`src/rtl/rob_alloc.sv`:
```
// ROB entry allocator: hands out up to two consecutive ROB slots per cycle,
// tracks free entries from commit counts and recovers pointers on a flush.
module rob_alloc #(
   parameter int unsigned ROB_NUM        = 64,
   parameter int unsigned ROB_SEL        = 6,
   parameter int unsigned RESET_PTR      = 1,
   parameter int unsigned RECOVER_CYCLES = 2
) (
   input  logic               clk_i,
   input  logic               reset_i,
   input  logic               req1_i,
   input  logic               req2_i,
   input  logic               stall_i,
   input  logic [1:0]         comnum_i,
   input  logic [ROB_SEL-1:0] commit_ptr_i,
   input  logic               prmiss_i,
   output logic               dp1_o,
   output logic               dp2_o,
   output logic [ROB_SEL-1:0] dp1_addr_o,
   output logic [ROB_SEL-1:0] dp2_addr_o,
   output logic               alloc_stall_o,
   output logic [ROB_SEL:0]   freenum_o,
   output logic               full_o,
   output logic               empty_o,
   output logic               recovering_o,
   output logic               err_o
);

   localparam int unsigned FW = ROB_SEL + 1;
   localparam int unsigned SW = ROB_SEL + 2;
   localparam logic [FW-1:0] FREE_MAX = FW'(ROB_NUM);

   typedef enum logic {ST_NORMAL, ST_RECOVER} state_t;

   state_t             r_state;
   logic [ROB_SEL-1:0] r_ptr;
   logic [FW-1:0]      r_free;
   logic [2:0]         r_cnt;
   logic               r_err;

   logic [1:0]    w_comnum;
   logic [1:0]    w_need;
   logic [1:0]    w_alloc;
   logic          w_grant;
   logic [SW-1:0] w_sum;
   logic          w_ovf;
   logic          w_proto_err;

   // comnum of 3 is illegal and clamped to 2
   assign w_comnum = (comnum_i == 2'd3) ? 2'd2 : comnum_i;
   assign w_need   = {1'b0, req1_i} + {1'b0, req2_i};
   assign w_grant  = ~reset_i & req1_i & ~stall_i & ~prmiss_i
                   & (r_state == ST_NORMAL) & (r_free >= FW'(w_need));
   assign w_alloc  = w_grant ? w_need : 2'd0;

   // same-cycle commits only affect the next cycle's free count
   assign w_sum = SW'(r_free) - SW'(w_alloc) + SW'(w_comnum);
   assign w_ovf = (w_sum > SW'(ROB_NUM));

   assign w_proto_err = (req2_i & ~req1_i)
                      | (comnum_i == 2'd3)
                      | ((r_state == ST_RECOVER) & (comnum_i != 2'd0))
                      | (~prmiss_i & (r_state == ST_NORMAL) & w_ovf);

   always_ff @(posedge clk_i or posedge reset_i) begin
      if (reset_i) begin
         r_state <= ST_NORMAL;
         r_ptr   <= ROB_SEL'(RESET_PTR);
         r_free  <= FREE_MAX;
         r_cnt   <= 3'd0;
         r_err   <= 1'b0;
      end else begin
         if (w_proto_err) begin
            r_err <= 1'b1;
         end
         if (prmiss_i) begin
            // flush happens at commit of the branch, so the ROB is empty
            r_ptr   <= commit_ptr_i + ROB_SEL'(w_comnum);
            r_free  <= FREE_MAX;
            r_state <= ST_RECOVER;
            r_cnt   <= 3'(RECOVER_CYCLES - 1);
         end else if (r_state == ST_RECOVER) begin
            if (r_cnt == 3'd0) begin
               r_state <= ST_NORMAL;
            end else begin
               r_cnt <= r_cnt - 3'd1;
            end
         end else begin
            r_ptr  <= r_ptr + ROB_SEL'(w_alloc);
            r_free <= w_ovf ? FREE_MAX : w_sum[FW-1:0];
         end
      end
   end

   assign dp1_o         = w_grant;
   assign dp2_o         = w_grant & req2_i;
   assign dp1_addr_o    = r_ptr;
   assign dp2_addr_o    = r_ptr + ROB_SEL'(1);
   assign alloc_stall_o = req1_i & ~w_grant;
   assign freenum_o     = r_free;
   assign full_o        = (r_free == '0);
   assign empty_o       = (r_free == FREE_MAX);
   assign recovering_o  = (r_state == ST_RECOVER);
   assign err_o         = r_err;

endmodule

```
`config.mk`:
```
export PLATFORM = sky130hd
export DESIGN_NAME = rob_alloc
export DESIGN_NICKNAME = d
export VERILOG_FILES = /design/src/rtl/rob_alloc.sv
export SDC_FILE = /design/constraint.sdc
export NUM_CORES = 1
export LEC_CHECK = 0
export CAP_MARGIN = 30
export CORE_AREA = 2 2 56 78
export CTS_CLUSTER_SIZE = 25
export DETAILED_ROUTE_END_ITERATION = 6
export DIE_AREA = 0 0 58 80
export GPL_ROUTABILITY_DRIVEN = 0
export PLACE_DENSITY = 0.75
export REMOVE_ABC_BUFFERS = 1
export SLEW_MARGIN = 0
export SYNTH_ARGS = -nofsm -noshare
export SYNTH_HDL_FRONTEND = slang
export SYNTH_SLANG_ARGS = --single-unit
```
`constraint.sdc`:
```
create_clock -name clk_i -period 3.6 [get_ports clk_i]
set_clock_uncertainty 0.2 [all_clocks]
set_input_delay 0.72 -clock clk_i [delete_from_list [all_inputs] [get_ports clk_i]]
set_output_delay 0.72 -clock clk_i [all_outputs]
set_load 0.01 [all_outputs]
```
==> impl_metrics.env <==
export IMPL_run_status="finished with violations"
export IMPL_violated_checks="negative setup slack"
export IMPL_min_period_over_period=1.16
export IMPL_synthDistinctLibCells=43
export IMPL_fin_setup_tns_ns=-4.18
export IMPL_die_height_um=80
export IMPL_finalWirelength_mm=5.89
export IMPL_total_switching_power_uw=1020
export IMPL_synth_seq_area_share=0.260
export IMPL_post_drt_via_cell_ratio=5.48
export IMPL_detailedPlacementHpwl_mm=3.81
export IMPL_grt_antenna_before_repair=0
export IMPL_cts_root_buf="sky130_fd_sc_hd__clkbuf_8"
export IMPL_core_region_area_um2=3920
export IMPL_design_area_um2=2910
export IMPL_timing_final_ws_setup_ns=-0.592
export IMPL_grt_first_pass_wirelength_mm=8.29
export IMPL_final_worst_hold_slack_ns=0.359
export IMPL_design_portCount=40
export IMPL_number_of_nets_in_the_final_layout=337
export IMPL_gr_usage_all_layers=0.233
export IMPL_grt_start_max_net_pins=19
export IMPL_clkTransAtPathRegs_ns=0.07
export IMPL_die_width_um=58
export IMPL_route_vias_total=1840
export IMPL_r2r_start="freenum_o[1]$_DFFE_PP0P_"
export IMPL_via_count_of_the_first_global_routing_pass=1927
export IMPL_synth_edff_count=0
export IMPL_combinationalPowerShare=0.789
export IMPL_worst_hold_path_endpoint="r_cnt[1]$_DFFE_PP0P_"
export IMPL_clk_latency_ns=0.26
export IMPL_grt_setup_unrepaired="yes"
export IMPL_remaining_drc_errors=0
export IMPL_ys_dominant_reg_cell="sky130_fd_sc_hd__dfrtp_1"
export IMPL_critical_path_buf_inv_count=5
export IMPL_reg2reg_setup_slack_ns=-0.20
export IMPL_wl_per_cell_um=17.5
export IMPL_share_of_total_power_in_sequential_cells=0.137
export IMPL_buffer_ports_inserted=39
export IMPL_crit_path_cell_trace="buf_8 > buf_6 > ha_4 > inv_4 > ha_4 > nor2b_4 > o31ai_2 > nand2_1 > a21oi_2 > nor4_4 > inv_2 > fa_1 > ha_1 > a21o_1 > nand3_4 > a2111oi_4 > nor4b_4 > buf_4 > a32o_2"
export IMPL_rows=27
export IMPL_drt_iter0_markers=91
export IMPL_worst_hold_path_type="register to register"
export IMPL_die_area_um2=4640
export IMPL_cts_tree="built"
export IMPL_share_clk_of_total_power=0.074
export IMPL_maxSlewViolCount=0
export IMPL_cpMaxStageDelayCell="sky130_fd_sc_hd__a2111oi_4"
export IMPL_global_route_overflow_total=0
export IMPL_layout_cells_most_common_list="61 x sky130_fd_sc_hd__buf_4, 34 x sky130_fd_sc_hd__clkdlybuf4s50_1, 19 x sky130_fd_sc_hd__ha_1, 18 x sky130_fd_sc_hd__inv_1, 16 x sky130_fd_sc_hd__dfrtp_1"
export IMPL_p_per_cell_area_nw_per_um2=785
export IMPL_cts_sinks=18
export IMPL_library_cell_with_the_largest_summed_area_after_synthesis="sky130_fd_sc_hd__dfrtp_1"
export IMPL_areaGrowthSynthToFinish_pct=67.3
export IMPL_fillers=261
export IMPL_timing_setup_critical_path_class="input pin to register"
export IMPL_cts_htree_levels=1
export IMPL_worstPathMaxFanout=5
export IMPL_switching_share=0.445
export IMPL_finalSetupViolations=8
export IMPL_worstHoldPathCells=2
export IMPL_finalWorstPathRequiredPeriod_ns=4.19
export IMPL_timing_critical_path_arrival_ns=4.14
export IMPL_worst_ir_drop_vdd_mv=0.719
export IMPL_rr_worst_depth=15
export IMPL_postSynthCellCount=193
export IMPL_p_leak_uw=0.00134
export IMPL_fmaxAchievable_mhz=239
export IMPL_antenna_cells=0
export IMPL_synthArstFlopShare=1.00
export IMPL_post_synth_cell_area_avg_um2=9.02
export IMPL_final_layout_size_suffix_gt1_frac=0.382
export IMPL_hold_path_startpoint="r_cnt[1]$_DFFE_PP0P_"
export IMPL_timing_critical_path_to_type="register"
export IMPL_netlist_top_cells_area="sky130_fd_sc_hd__dfrtp_1 23%, sky130_fd_sc_hd__ha_1 18%, sky130_fd_sc_hd__xnor2_1 6.0%"
export IMPL_worst_path_most_repeated_cell="sky130_fd_sc_hd__ha_4"
export IMPL_max_stage_delay_ns=0.49
export IMPL_ff_latch_area_um2=453
export IMPL_first_pass_iters=4
export IMPL_antenna_violating_nets_post_route=0
export IMPL_mostFrequentLayoutCell="sky130_fd_sc_hd__buf_4"
export IMPL_max_slew_worst_pin_slew_ns=0.646
export IMPL_max_cap_violations=0
export IMPL_place_area_um2=2500
export IMPL_slew_headroom=0.568
export IMPL_crit_path_start_kind="input pin"
export IMPL_worstSetupStartpoint="req1_i"
export IMPL_cts_buffers=3
export IMPL_cts_hold_buffers_added=0
export IMPL_mappedNetlistArea_um2=1740
export IMPL_start_util=0.444
export IMPL_cell_internal_pwr_uw=1270
export IMPL_timing_rr_end="freenum_o[0]$_DFFE_PP0P_"
export IMPL_yosys_warnings=0
export IMPL_timing_critical_path_max_delay_family="compound AO/OA/AOI/OAI gates"
export IMPL_crit_required_ns=3.54
export IMPL_clockBufferDepth=2
export IMPL_synth_ff_latch_count=18
export IMPL_finalHoldViolCount=0
export IMPL_yosys_area_top_type_share=0.230
export IMPL_multi_input_comb_area_um2=1360
-- flip-flops by register name (all words and copies together) (netlist names) --
register      count
recovering_o      1
freenum_o         7
err_o             1
dp1_addr_o        6
r_cnt             3
-- metrics by stage --
step | worst slack, ns | utilization | instances | power [uW]
detailed placement | -1.48 | 0.637 | 313 | 1720
finish | -0.592 | 0.744 | 336 | 2290
floorplan | -0.673 | - | 186 | 1100
global placement | -1.32 | 0.637 | 313 | 1670
CTS | -0.509 | 0.709 | 328 | 2090
global route | -0.688 | 0.744 | 336 | 2410
-- how the worst max path moves through the flow --
| stage | endpoint | slack, ns | cells past startpoint |
|---|---|---|---|
| after floorplan | err_o$_DFFE_PP0P_ | -0.67 | 18 |
| after global placement | err_o$_DFFE_PP0P_ | -1.32 | 23 |
| after detailed placement | err_o$_DFFE_PP0P_ | -1.48 | 23 |
| after CTS | err_o$_DFFE_PP0P_ | -0.51 | 19 |
| after global routing | freenum_o[1]$_DFFE_PP0P_ | -0.69 | 19 |
| final | freenum_o[0]$_DFFE_PP0P_ | -0.59 | 19 |
-- power groups by stage --
stage	clock, uW	sequential [uW]	combinational, uW
finish	170	313	1800
detailed placement	0	311	1400
CTS	171	310	1610
global placement	0	308	1360
global route	179	318	1910
floorplan	0	342	755
-- area by class of cell --
cell class,count,share of cell area
Timing Repair Buffer,103,0.306
Multi-Input combinational cell,143,0.466
Sequential cell,18,0.155
Tap cell,43,0.0185
Inverter,25,0.0348
Clock buffer,4,0.0189
-- Yosys cell counts (2+ instances only) --
master                     number
sky130_fd_sc_hd__nor2b_1        4
sky130_fd_sc_hd__nand2b_1       4
sky130_fd_sc_hd__o21ai_0        7
sky130_fd_sc_hd__a32o_1         2
sky130_fd_sc_hd__xor2_1         5
sky130_fd_sc_hd__nand2_1       11
sky130_fd_sc_hd__a21oi_1       11
sky130_fd_sc_hd__nand3_1        9
sky130_fd_sc_hd__o21ai_1        2
sky130_fd_sc_hd__fa_1           4
sky130_fd_sc_hd__inv_1         25
sky130_fd_sc_hd__nor2_1        13
sky130_fd_sc_hd__dfrtp_1       16
sky130_fd_sc_hd__xnor2_1       12
sky130_fd_sc_hd__nor3_1         4
sky130_fd_sc_hd__clkbuf_1       7
sky130_fd_sc_hd__ha_1          25
sky130_fd_sc_hd__nor4_1         5
sky130_fd_sc_hd__dfstp_2        2
sky130_fd_sc_hd__a32o_2         2
-- logic make-up after synthesis --
kind of cell,count (synthesis),synth area share
AOI/OAI and AO/OA,34,0.143
xor gates and xnor gates,18,0.0948
adders and majority gates,29,0.226
buffers and inverters,32,0.0690
DFF,18,0.260
muxes,2,0.0122
and+or+nand+nor,60,0.195
-- layer usage --
layer / vias to the layer above / track usage / part of all wire
met5: - / 0 / 0
met4: 0 / 0.126 / 0.037
met3: 21 / 0.0211 / 0.035
met2: 65 / 0.453 / 0.54
met1: 896 / 0.234 / 0.38
li1: 858 / - / -
-- worst register-to-register path, delay by kind of cell (launching register included) --
kind	cells	cell delay (ns)
AND/OR/NAND/NOR	5	0.47
flip-flops	1	0.43
AO/OA/AOI/OAI	5	1.31
buffers and inverters	2	0.26
adder cells (fa/ha/maj)	3	1.01
-- repair_timing --
| action | in CTS | in global routing |
|---|---|---|
| setup endpoints to repair | 16 | 12 |
| buffers inserted | 12 | 8 |
| gates resized for setup | 43 | 16 |
| pin swaps | 23 | 18 |
Note: power is estimated with default switching activity, not from simulation.
